**src/rtl/vga_sync_gen_if.sv**
```systemverilog
// Raster timing bus between the VGA sync generator and the pixel pipeline.
// The master side supplies the pixel strobe; the slave side returns timing.
interface vga_sync_gen_if;
  logic       pix_en;
  logic       hsync;
  logic       vsync;
  logic       video_on;
  logic [9:0] pix_x;
  logic [9:0] pix_y;
  logic       frame_start;

  modport master (
    output pix_en,
    input  hsync, vsync, video_on, pix_x, pix_y, frame_start
  );

  modport slave (
    input  pix_en,
    output hsync, vsync, video_on, pix_x, pix_y, frame_start
  );
endinterface

```
**src/rtl/vga_sync_gen.sv**
```systemverilog
// VGA raster timing generator: pixel/line counters advanced by pix_en, with
// sync, visible-area and start-of-frame flags decoded from the next count.
module vga_sync_gen #(
  parameter int H_VISIBLE = 640,
  parameter int H_FRONT   = 16,
  parameter int H_SYNC    = 96,
  parameter int H_BACK    = 48,
  parameter int V_VISIBLE = 480,
  parameter int V_FRONT   = 10,
  parameter int V_SYNC    = 2,
  parameter int V_BACK    = 33,
  parameter bit SYNC_POL  = 1'b0
) (
  input logic            clk,
  input logic            clr_n,
  vga_sync_gen_if.slave  vga
);

  localparam int H_TOTAL = H_VISIBLE + H_FRONT + H_SYNC + H_BACK;
  localparam int V_TOTAL = V_VISIBLE + V_FRONT + V_SYNC + V_BACK;

  localparam logic [9:0] H_LAST = 10'(H_TOTAL - 1);
  localparam logic [9:0] V_LAST = 10'(V_TOTAL - 1);

  // 11-bit bounds so a limit of exactly 1024 does not wrap to zero.
  localparam logic [10:0] H_VIS_END = 11'(H_VISIBLE);
  localparam logic [10:0] H_SYN_BEG = 11'(H_VISIBLE + H_FRONT);
  localparam logic [10:0] H_SYN_END = 11'(H_VISIBLE + H_FRONT + H_SYNC);
  localparam logic [10:0] V_VIS_END = 11'(V_VISIBLE);
  localparam logic [10:0] V_SYN_BEG = 11'(V_VISIBLE + V_FRONT);
  localparam logic [10:0] V_SYN_END = 11'(V_VISIBLE + V_FRONT + V_SYNC);

  logic [9:0] h_cnt_q, h_cnt_d;
  logic [9:0] v_cnt_q, v_cnt_d;
  logic       hsync_q, hsync_d;
  logic       vsync_q, vsync_d;
  logic       video_on_q, video_on_d;
  logic       frame_start_q, frame_start_d;

  logic        h_wrap, v_wrap;
  logic [9:0]  h_nxt, v_nxt;
  logic [10:0] h_nxt_w, v_nxt_w;

  always_comb begin
    h_wrap  = (h_cnt_q == H_LAST);
    v_wrap  = (v_cnt_q == V_LAST);
    h_nxt   = h_wrap ? 10'd0 : h_cnt_q + 10'd1;
    v_nxt   = h_wrap ? (v_wrap ? 10'd0 : v_cnt_q + 10'd1) : v_cnt_q;
    h_nxt_w = {1'b0, h_nxt};
    v_nxt_w = {1'b0, v_nxt};

    h_cnt_d       = h_cnt_q;
    v_cnt_d       = v_cnt_q;
    hsync_d       = hsync_q;
    vsync_d       = vsync_q;
    video_on_d    = video_on_q;
    frame_start_d = 1'b0;

    // Flags decode the count being loaded so they stay aligned with pix_x/pix_y.
    if (vga.pix_en) begin
      h_cnt_d       = h_nxt;
      v_cnt_d       = v_nxt;
      hsync_d       = ((h_nxt_w >= H_SYN_BEG) && (h_nxt_w < H_SYN_END)) ? SYNC_POL : ~SYNC_POL;
      vsync_d       = ((v_nxt_w >= V_SYN_BEG) && (v_nxt_w < V_SYN_END)) ? SYNC_POL : ~SYNC_POL;
      video_on_d    = (h_nxt_w < H_VIS_END) && (v_nxt_w < V_VIS_END);
      frame_start_d = h_wrap && v_wrap;
    end
  end

  always_ff @(posedge clk or negedge clr_n) begin
    if (!clr_n) begin
      h_cnt_q       <= 10'd0;
      v_cnt_q       <= 10'd0;
      hsync_q       <= ~SYNC_POL;
      vsync_q       <= ~SYNC_POL;
      video_on_q    <= 1'b0;
      frame_start_q <= 1'b0;
    end else begin
      h_cnt_q       <= h_cnt_d;
      v_cnt_q       <= v_cnt_d;
      hsync_q       <= hsync_d;
      vsync_q       <= vsync_d;
      video_on_q    <= video_on_d;
      frame_start_q <= frame_start_d;
    end
  end

  assign vga.pix_x       = h_cnt_q;
  assign vga.pix_y       = v_cnt_q;
  assign vga.hsync       = hsync_q;
  assign vga.vsync       = vsync_q;
  assign vga.video_on    = video_on_q;
  assign vga.frame_start = frame_start_q;

endmodule

```
**src/flat_wrapper.sv**
```systemverilog
// flat-port wrapper written by rule: the top's interface ports become plain ports
module vga_sync_gen_flat 
#(
  parameter int H_VISIBLE = 640,
  parameter int H_FRONT   = 16,
  parameter int H_SYNC    = 96,
  parameter int H_BACK    = 48,
  parameter int V_VISIBLE = 480,
  parameter int V_FRONT   = 10,
  parameter int V_SYNC    = 2,
  parameter int V_BACK    = 33,
  parameter bit SYNC_POL  = 1'b0
)
  (clk, clr_n, vga_pix_en, vga_hsync, vga_vsync, vga_video_on, vga_pix_x, vga_pix_y, vga_frame_start);
  vga_sync_gen_if vga_i ();
  input logic clk;
  input logic clr_n;
  input wire logic [$bits(vga_i.pix_en)-1:0] vga_pix_en;
  output wire logic [$bits(vga_i.hsync)-1:0] vga_hsync;
  output wire logic [$bits(vga_i.vsync)-1:0] vga_vsync;
  output wire logic [$bits(vga_i.video_on)-1:0] vga_video_on;
  output wire logic [$bits(vga_i.pix_x)-1:0] vga_pix_x;
  output wire logic [$bits(vga_i.pix_y)-1:0] vga_pix_y;
  output wire logic [$bits(vga_i.frame_start)-1:0] vga_frame_start;
  assign vga_i.pix_en = vga_pix_en;
  assign vga_hsync = vga_i.hsync;
  assign vga_vsync = vga_i.vsync;
  assign vga_video_on = vga_i.video_on;
  assign vga_pix_x = vga_i.pix_x;
  assign vga_pix_y = vga_i.pix_y;
  assign vga_frame_start = vga_i.frame_start;
  vga_sync_gen #(.H_VISIBLE(H_VISIBLE), .H_FRONT(H_FRONT), .H_SYNC(H_SYNC), .H_BACK(H_BACK), .V_VISIBLE(V_VISIBLE), .V_FRONT(V_FRONT), .V_SYNC(V_SYNC), .V_BACK(V_BACK), .SYNC_POL(SYNC_POL)) u_core (.clk(clk), .clr_n(clr_n), .vga(vga_i));
endmodule
```
**config.mk**
```make
export PLATFORM = sky130hd
export DESIGN_NAME = vga_sync_gen_flat
export DESIGN_NICKNAME = d
export VERILOG_FILES = /design/src/rtl/vga_sync_gen_if.sv /design/src/rtl/vga_sync_gen.sv /design/src/flat_wrapper.sv
export SDC_FILE = /design/constraint.sdc
export NUM_CORES = 1
export LEC_CHECK = 0
export CAP_MARGIN = 15
export CELL_PAD_IN_SITES_DETAIL_PLACEMENT = 0
export CELL_PAD_IN_SITES_GLOBAL_PLACEMENT = 2
export CORE_MARGIN = 4
export CORE_UTILIZATION = 34
export DETAILED_ROUTE_END_ITERATION = 10
export HOLD_SLACK_MARGIN = 0.08
export PLACE_DENSITY = 0.8
export SYNTH_ARGS = -nofsm -noshare
export SYNTH_HDL_FRONTEND = slang
export SYNTH_SLANG_ARGS = --single-unit
export TNS_END_PERCENT = 30
```
**constraint.sdc**
```tcl
create_clock -name clk -period 3.45 [get_ports clk]
set_clock_uncertainty 0.15 [all_clocks]
set_input_delay 0.5175 -clock clk [delete_from_list [all_inputs] [get_ports clk]]
set_output_delay 0.5175 -clock clk [all_outputs]
set_load 0.02 [all_outputs]
```
==> flow_summary.toml, run 1 <==
[pwr]
powerDensity_nw_per_um2 = 632
max-vdd-ir-drop_v = 0.000259
p_sw_uw = 505
sw_frac_of_total = 0.426
combPwrFrac = 0.436
total_power_mw = 1.19
power_frac_clock = 0.162
cellLeakagePower_nw = 0.696
p_int_uw = 682
seqPwrFrac = 0.402

[worst_setup_path]
cp_max_fo = 13
r2r_start = "u_core.vga.pix_x[0]"
crit_type = "reg2reg"
cp_num_cells = 6
cp_num_buf_inv = 0
cp.arrival_ns = 2.78
reg2regPathDepth = 6
cpLargestDelayFamily = "simple AND/OR/NAND/NOR gates"
required_ns = 3.47
reg2reg_setup_slack_ns = 0.69
slowest_delay_ns = 0.54
end_kind = "flip-flop"
cp_slowest_cell = "or4_1"
r2r_end = "u_core.vga.vsync"
worstPathCellList = "ha_1 > and4_1 > nand3_2 > or4_1 > a222oi_1 > a41oi_1"
critPathLaunch = "u_core.vga.pix_x[0]"
cp-endpoint = "u_core.vga.vsync"
start_kind = "flip-flop"

[timing]
rsz0062_at_grt = "false"
setup_viol = 0
finalCritPeriodShare = 0.801
slew-limit-headroom = 0.598
hold_viol_final = 0
slew_viol_final = 0
worstMarginPinSlew_ns = 0.601
finalCriticalPeriod_ns = 2.76
tns_ns = 0
timing.fmax_mhz = 362

[clock_network]
post_cts_buffers = 0
ctsResizeCount = 0
ctsHtreeMaxLevel = 1
clk_path_buf_depth = 2
worstSkewPairLatency_ns = 0.26
cts_made_buffers = 3
clockRootBuffer = "clkbuf_8"
hold_buffers = 0
cts_tree = "yes"
clkTransAtPathRegs_ns = 0.09
clock-sinks = 24

[place]
port_buffers = 26
place.gp.congestion = 0.818
dpl.hpwl_um = 2910
post-place-cells = 243

[global_route]
grt_pass1_vias = 1444
grt_overflow = 0
grt.total_usage = 0.161
grt_antenna_before_repair = 0
grt_pass1_wl_um = 7080
grt_max_degree = 25

[floorplan]
start_util = 0.353
design.die.area_um2 = 5650
io_pins = 27
die_h_um = 75.2
rows = 24
die_w_um = 75.2
fp.coreArea_um2 = 4350

[run]
cap_violations = 0

[route]
routed_via_density = 5.76
vias = 1422
drt-initial-drc-count = 84
drc = 0
final_antenna_net_count = 0
drt-total-wl_um = 4040
dr.pass1.iters = 4
post_drt_wl_per_cell_um = 16.4

[outcome]
status = "finished clean"

[logic_synthesis]
syn-cell-area_um2 = 1540
ys.flop_type = "dfrtp_1"
synth_seq_cells = 24
syn_area_per_cell_um2 = 8.82
synth-edff-count = 0
synth_cell_types = 45
async_reset_ff_frac = 1.00
seq_area_frac_synth = 0.393
syn-num-nets = 181
ys.warnings.count = 0
synthCells = 174

[final_layout]
antenna_cells = 0
final_nets = 203
area.growth.synth_to_final_pct = 22.3
final_cells = 247
final_common_cell = "clkdlybuf4s50_1"
n_fill_cell = 429
final_cell_mix = "clkdlybuf4s50_1 (26), dfrtp_1 (22), o21ai_0 (20)"
drive_gt1_frac = 0.0615

[min_path]
hold_class = "reg2reg"
cells in the mapped netlist (3+ instances only):
master	count	area [µm²]
and3_1	3	18.8
buf_2	5	25.0
a21oi_1	8	40.0
nor2_1	9	33.8
xnor2_1	5	43.8
dfrtp_1	22	551
and2_1	3	18.8
clkbuf_1	4	15.0
and4_1	5	43.8
nand4_1	5	31.3
inv_1	7	26.3
o31ai_1	4	30.0
nand2_1	14	52.6
o21ai_0	20	100
nor4_1	4	25.0
ha_1	4	50.1
nand3_1	12	60.1
o31a_1	3	26.3
worst min path at each step:
stage,from,endpoint,slack (ns),cells after the start
after detailed placement,u_core.vga.video_on,u_core.vga.video_on,0.33,2
after floorplan,clr_n,u_core.vga.frame_start,0.07,0
final,u_core.vga.video_on,u_core.vga.video_on,0.35,2
after global routing,u_core.vga.hsync,u_core.vga.hsync,0.36,2
after CTS,u_core.vga.hsync,u_core.vga.hsync,0.35,2
after global placement,u_core.vga.video_on,u_core.vga.video_on,0.34,2
registers in the layout (all words and copies together), names as in the netlist:
| register | flops |
|---|---|
| u_core.vga.vsync | 1 |
| u_core.vga.frame_start | 1 |
| u_core.vga.video_on | 1 |
| u_core.vga.hsync | 1 |
| u_core.vga.pix_x | 10 |
| u_core.vga.pix_y | 10 |
metal layers:
metal	vias up	wire [µm]	track usage
met2	29	2040	0.282
met3	6	155	0.0240
met1	687	1800	0.203
li1	700	-	-
met4	0	53	0.0505
met5	-	0	0
logic make-up after synthesis:
group / Yosys count / share of synthesized area
flops: 24 / 0.393
simple gates: 68 / 0.256
xor+xnor: 7 / 0.0399
compound gates: 51 / 0.212
mux: 3 / 0.0204
fa+ha+maj: 4 / 0.0326
buf+inv: 17 / 0.0464
power groups by stage:
stage / Combinational (mW) / Sequential [mW] / Clock (mW)
2_1_floorplan: 0.288 / 0.503 / 0
3_3_place_gp: 0.518 / 0.481 / 0
3_5_place_dp: 0.521 / 0.484 / 0
4_1_cts: 0.524 / 0.479 / 0.203
5_1_grt: 0.576 / 0.500 / 0.213
6_report: 0.517 / 0.477 / 0.193
metrics by stage:
stage               area [µm²]  setup WS (ns)  hold slack [ns]   util
global placement          1820          0.715            0.337  0.419
floorplan                 1540           1.06           0.0719      -
detailed placement        1820          0.705            0.332  0.419
CTS                       1880          0.682            0.351  0.431
finish                    1880          0.687            0.352  0.431
global route              1880          0.416            0.364  0.431
worst min-delay path, cell delays in order, from the launching register on:
cell,delay (ns)
dfrtp_1,0.36
nand2_1,0.06
o41ai_1,0.05
final cells by class:
| type | instances | area (µm²) | share of cell area |
|---|---|---|---|
| Multi-Input combinational cell | 133 | 861 | 0.458 |
| Sequential cell | 24 | 603 | 0.321 |
| Timing Repair Buffer | 27 | 268 | 0.143 |
| Tap cell | 52 | 65.1 | 0.0346 |
| Clock buffer | 4 | 55.1 | 0.0293 |
| Inverter | 7 | 26.3 | 0.0140 |
Power figures use the tool's default switching activity.
==> run 2, diff against run 1 <==
--- a/config.mk
+++ b/config.mk
@@ -9,10 +9,10 @@
 export CELL_PAD_IN_SITES_DETAIL_PLACEMENT = 0
 export CELL_PAD_IN_SITES_GLOBAL_PLACEMENT = 2
 export CORE_MARGIN = 4
-export CORE_UTILIZATION = 34
+export CORE_UTILIZATION = 31
 export DETAILED_ROUTE_END_ITERATION = 10
 export HOLD_SLACK_MARGIN = 0.08
-export PLACE_DENSITY = 0.8
+export PLACE_DENSITY = 0.74
 export SYNTH_ARGS = -nofsm -noshare
 export SYNTH_HDL_FRONTEND = slang
 export SYNTH_SLANG_ARGS = --single-unit
==> constraint.sdc (replaced) <==
create_clock -name clk -period 2.9 [get_ports clk]
set_clock_uncertainty 0.15 [all_clocks]
set_input_delay 0.435 -clock clk [delete_from_list [all_inputs] [get_ports clk]]
set_output_delay 0.435 -clock clk [all_outputs]
set_load 0.02 [all_outputs]
==> run 2 against run 1 <==
  * Global-route usage decreased by 2.1 points
  * Flip-flop and latch count unchanged
  * Clock power up 5%
  * Non-clock buffer count increased by 4
  * Wire length grew 3.0%
  * Combinational power is 21% higher
  * Sequential share of layout area shrank 0.65 points
  * Critical path type unchanged
  * Largest cell class unchanged
  * Largest power group unchanged
  * Highest routed layer unchanged
==> flow_summary.toml, run 2 (same netlist as run 1, synthesis figures left out) <==
[outcome]
status = "finished clean"

[route]
drc = 0
dr.pass1.iters = 4
post_drt_wl_per_cell_um = 15.7
drt-initial-drc-count = 68
final_antenna_net_count = 0
vias = 1440
drt-total-wl_um = 4170
routed_via_density = 5.41

[clock_network]
clkTransAtPathRegs_ns = 0.08
worstSkewPairLatency_ns = 0.26
clock-sinks = 24
ctsHtreeMaxLevel = 1
cts_tree = "yes"
clk_path_buf_depth = 2
hold_buffers = 0
clockRootBuffer = "clkbuf_8"
cts_made_buffers = 3
ctsResizeCount = 0
post_cts_buffers = 0

[global_route]
grt_overflow = 0
grt_antenna_before_repair = 0
grt.total_usage = 0.140
grt_pass1_vias = 1358
grt_pass1_wl_um = 7000
grt_max_degree = 25

[pwr]
powerDensity_nw_per_um2 = 726
max-vdd-ir-drop_v = 0.000262
total_power_mw = 1.39
cellLeakagePower_nw = 0.709

[final_layout]
n_fill_cell = 497
final_cell_mix = "clkdlybuf4s50_1 (26), dfrtp_1 (22), o21ai_0 (20)"
final_nets = 207
area.growth.synth_to_final_pct = 24.9
antenna_cells = 0
multi_input_comb_area_um2 = 861
final_common_cell = "clkdlybuf4s50_1"
drive_gt1_frac = 0.0754
regArea_um2 = 603
final_cells = 266

[floorplan]
die_w_um = 78.4
rows = 25
fp.coreArea_um2 = 4750
die_h_um = 78.4
io_pins = 27
design.die.area_um2 = 6140
start_util = 0.323

[worst_setup_path]
required_ns = 2.89
start_kind = "flip-flop"
r2r_start = "u_core.vga.pix_y[1]"
critPathLaunch = "u_core.vga.pix_y[1]"
crit_type = "reg2reg"
cp.arrival_ns = 2.56
end_kind = "flip-flop"
cp_max_fo = 6

[place]
port_buffers = 26
place.gp.congestion = 0.805
pre_cts_slack_ns = 0.363
dpl.hpwl_um = 2970
post-place-cells = 262

[timing]
finalCritPeriodShare = 0.889
hold_viol_final = 0
layout_setup_ws_ns = 0.322
worst_hold_slack_ns = 0.339
worstMarginPinSlew_ns = 0.486
slew_viol_final = 0
timing.fmax_mhz = 388
tns_ns = 0
finalCriticalPeriod_ns = 2.58
rsz0062_at_grt = "false"
slew-limit-headroom = 0.673
setup_viol = 0

[min_path]
hold_class = "reg2reg"
min-delay-start = "u_core.vga.hsync"

[run]
cap_violations = 0
[run 2: cell count changes in the layout (fill, tap and decap cells not counted)]
| cell | before | now |
|---|---|---|
| buf_4 | 1 | 5 |
| clkbuf_1 | 0 | 1 |
| clkbuf_8 | 4 | 3 |
[run 2: worst paths after layout]
check | end | cells past startpoint | slack (ns)
max in group asynchronous | u_core.vga.vsync | 2 | 1.92
max reg2reg | u_core.vga.video_on | 6 | 0.32
min reg2reg | u_core.vga.hsync | 2 | 0.34
min | u_core.vga.hsync | 2 | 0.34
max | u_core.vga.video_on | 6 | 0.32
min in group asynchronous | u_core.vga.pix_x[4] | 2 | 0.39
[run 2: where the power goes]
part | leakage, nW | total, mW | switching, mW | internal, mW
sequential | 0.297 | 0.567 | 0.159 | 0.408
clock | 0.0228 | 0.202 | 0.104 | 0.0980
combinational | 0.389 | 0.623 | 0.336 | 0.288
total | 0.709 | 1.39 | 0.598 | 0.794
[run 2: worst max-delay path, stage by stage (launching register included)]
cell and delay, ns:
dfrtp_1 0.45, ha_1 0.29, nand4_1 0.19, or2_2 0.37, or4_1 0.40, a222oi_1 0.45, o41ai_1 0.15
[run 2: stage by stage]
step / util / instance area, µm²
final: 0.403 / 1920
after global routing: 0.403 / 1920
after CTS: 0.403 / 1920
after detailed placement: 0.394 / 1870
after global placement: 0.394 / 1870
after floorplan: - / 1540
[run 2: cell type report]
cell class | count | share of cell area
sequential | 24 | 0.315
inverter | 7 | 0.0137
tap | 67 | 0.0437
timing repair buffer | 31 | 0.155
clock buffer | 4 | 0.0235
multi-input combinational | 133 | 0.449
[run 2: routing by layer]
| layer | global-route usage | share of wire |
|---|---|---|
| met5 | 0 | 0 |
| met4 | 0.0402 | 0.012 |
| met1 | 0.208 | 0.51 |
| met2 | 0.205 | 0.44 |
| met3 | 0.0275 | 0.036 |
==> run 3, diff against run 2 <==
==> constraint.sdc (replaced) <==
create_clock -name clk -period 2.8 [get_ports clk]
set_clock_uncertainty 0.15 [all_clocks]
set_input_delay 0.42 -clock clk [delete_from_list [all_inputs] [get_ports clk]]
set_output_delay 0.42 -clock clk [all_outputs]
set_load 0.02 [all_outputs]
==> run 3 against run 2 <==
  * Fmax grew 1.1%
  * Wire length grew 2.8%
  * Flip-flop and latch count is the same
  * Register-to-register slack lost 0.07 ns
  * Total power grew 7.5%
  * Combinational power grew 12%
  * Worst setup slack lost 0.072 ns
  * Clock power grew 19%
  * Critical path type unchanged
  * Critical endpoint unchanged
  * Largest cell class unchanged
==> flow_summary.toml, run 3 (same netlist as run 1, synthesis figures left out) <==
[global_route]
grt_pass1_vias = 1416
grt_overflow = 0
grt_pass1_wl_um = 7310
grt_max_degree = 25
grt_antenna_before_repair = 0
grt.total_usage = 0.149

[min_path]
hold_class = "in2async"

[pwr]
cellLeakagePower_nw = 0.725
power_frac_clock = 0.161
p_int_uw = 861
combPwrFrac = 0.465
sw_frac_of_total = 0.424
max-vdd-ir-drop_v = 0.000251
p_sw_uw = 635
seqPwrFrac = 0.374
powerDensity_nw_per_um2 = 771

[run]
cap_violations = 0

[place]
place.gp.congestion = 0.801
placed_area_um2 = 1890
dpl.hpwl_um = 3090
post-place-cells = 264
port_buffers = 26

[worst_setup_path]
r2r_end = "u_core.vga.video_on"
worstPathCellList = "ha_1 > nand4_1 > or2_2 > or4_1 > a222oi_1 > o41ai_1"
required_ns = 2.79
reg2reg_setup_slack_ns = 0.25
cp.arrival_ns = 2.54
crit_type = "reg2reg"
slowest_delay_ns = 0.45
end_kind = "flip-flop"
reg2regPathDepth = 6
cp_slowest_cell = "dfrtp_1"
r2r_start = "u_core.vga.pix_y[0]"
cp_max_fo = 7
start_kind = "flip-flop"

[outcome]
status = "finished clean"

[route]
dr.pass1.iters = 4
drt-total-wl_um = 4280
drt-initial-drc-count = 130
post_drt_wl_per_cell_um = 16.0
drc = 0
final_antenna_net_count = 0
vias = 1445
routed_via_density = 5.39

[final_layout]
drive_gt1_frac = 0.0896
design_area_um2 = 1940
antenna_cells = 0
final_cells = 268
post-route-util = 0.408
area.growth.synth_to_final_pct = 26.5
final_common_cell = "clkdlybuf4s50_1"
final_nets = 209
final_cell_mix = "clkdlybuf4s50_1 (26), dfrtp_1 (22), o21ai_0 (20)"

[clock_network]
post_cts_buffers = 0
clock-sinks = 24
cts_tree = "yes"
clockRootBuffer = "clkbuf_8"
ctsHtreeMaxLevel = 1
worstSkewPairLatency_ns = 0.27
cts_made_buffers = 3
hold_buffers = 0
ctsResizeCount = 0
clkTransAtPathRegs_ns = 0.09
clk_path_buf_depth = 2

[timing]
tns_ns = 0
hold_viol_final = 0
rsz0062_at_grt = "false"
slew_viol_final = 0
finalCritPeriodShare = 0.911
timing.fmax_mhz = 392
worstMarginPinSlew_ns = 0.488
setup_viol = 0
slew-limit-headroom = 0.672
finalCriticalPeriod_ns = 2.55

[floorplan]
die_w_um = 78.4
design.die.area_um2 = 6140
start_util = 0.323
die_h_um = 78.4
rows = 25
fp.coreArea_um2 = 4750
io_pins = 27
run 3: cell types whose count changed in the layout (fill, tap and decap cells not counted), sizes merged:
cell,change
buf,+2
run 3: how the worst max path moves through the flow:
stage	startpoint	to	slack, ns	cells after the start
5_1_grt	u_core.vga.pix_y[0]	u_core.vga.vsync	0.04	6
6_report	u_core.vga.pix_y[0]	u_core.vga.video_on	0.25	6
4_1_cts	u_core.vga.pix_y[0]	u_core.vga.video_on	0.25	6
3_3_place_gp	u_core.vga.pix_y[0]	u_core.vga.video_on	0.34	6
3_5_place_dp	u_core.vga.pix_y[0]	u_core.vga.video_on	0.28	6
2_1_floorplan	u_core.vga.pix_y[0]	u_core.vga.video_on	0.41	6
run 3: critical path, delay by kind of cell (launching register included):
| kind | cells | cell delay, ns |
|---|---|---|
| AOI/OAI and AO/OA | 2 | 0.57 |
| adders and majority gates | 1 | 0.29 |
| DFF | 1 | 0.45 |
| and+or+nand+nor | 3 | 0.96 |
run 3: stage by stage:
step | total power, mW | worst slack [ns] | hold WS, ns
global placement | 1.26 | 0.339 | 0.333
detailed placement | 1.26 | 0.276 | 0.337
floorplan | 0.975 | 0.406 | -0.0256
finish | 1.50 | 0.250 | 0.350
CTS | 1.51 | 0.255 | 0.350
global route | 1.60 | 0.0353 | 0.359
run 3: per-layer routing:
| metal | global-route usage | wire (µm) | vias to the layer above |
|---|---|---|---|
| met1 | 0.218 | 2160 | 700 |
| li1 | - | - | 710 |
| met2 | 0.218 | 1900 | 29 |
| met5 | 0 | 0 | - |
| met4 | 0.0472 | 51 | 0 |
| met3 | 0.0287 | 174 | 6 |
run 3: power by group through the flow:
stage                     clock network [mW]  registers (mW)  logic, mW
after floorplan                            0           0.620      0.355
after global placement                     0           0.561      0.698
after detailed placement                   0           0.566      0.695
after CTS                              0.251           0.559      0.698
after global routing                   0.262           0.579      0.761
final                                  0.241           0.560      0.696
run 3: cell type report:
| cell class | instances | area, µm² |
|---|---|---|
| Clock buffer | 4 | 55.1 |
| Fill cell | 503 | 2810 |
| Inverter | 7 | 26.3 |
| Multi-Input combinational cell | 133 | 861 |
| Sequential cell | 24 | 603 |
| Tap cell | 67 | 83.8 |
| Timing Repair Buffer | 33 | 313 |
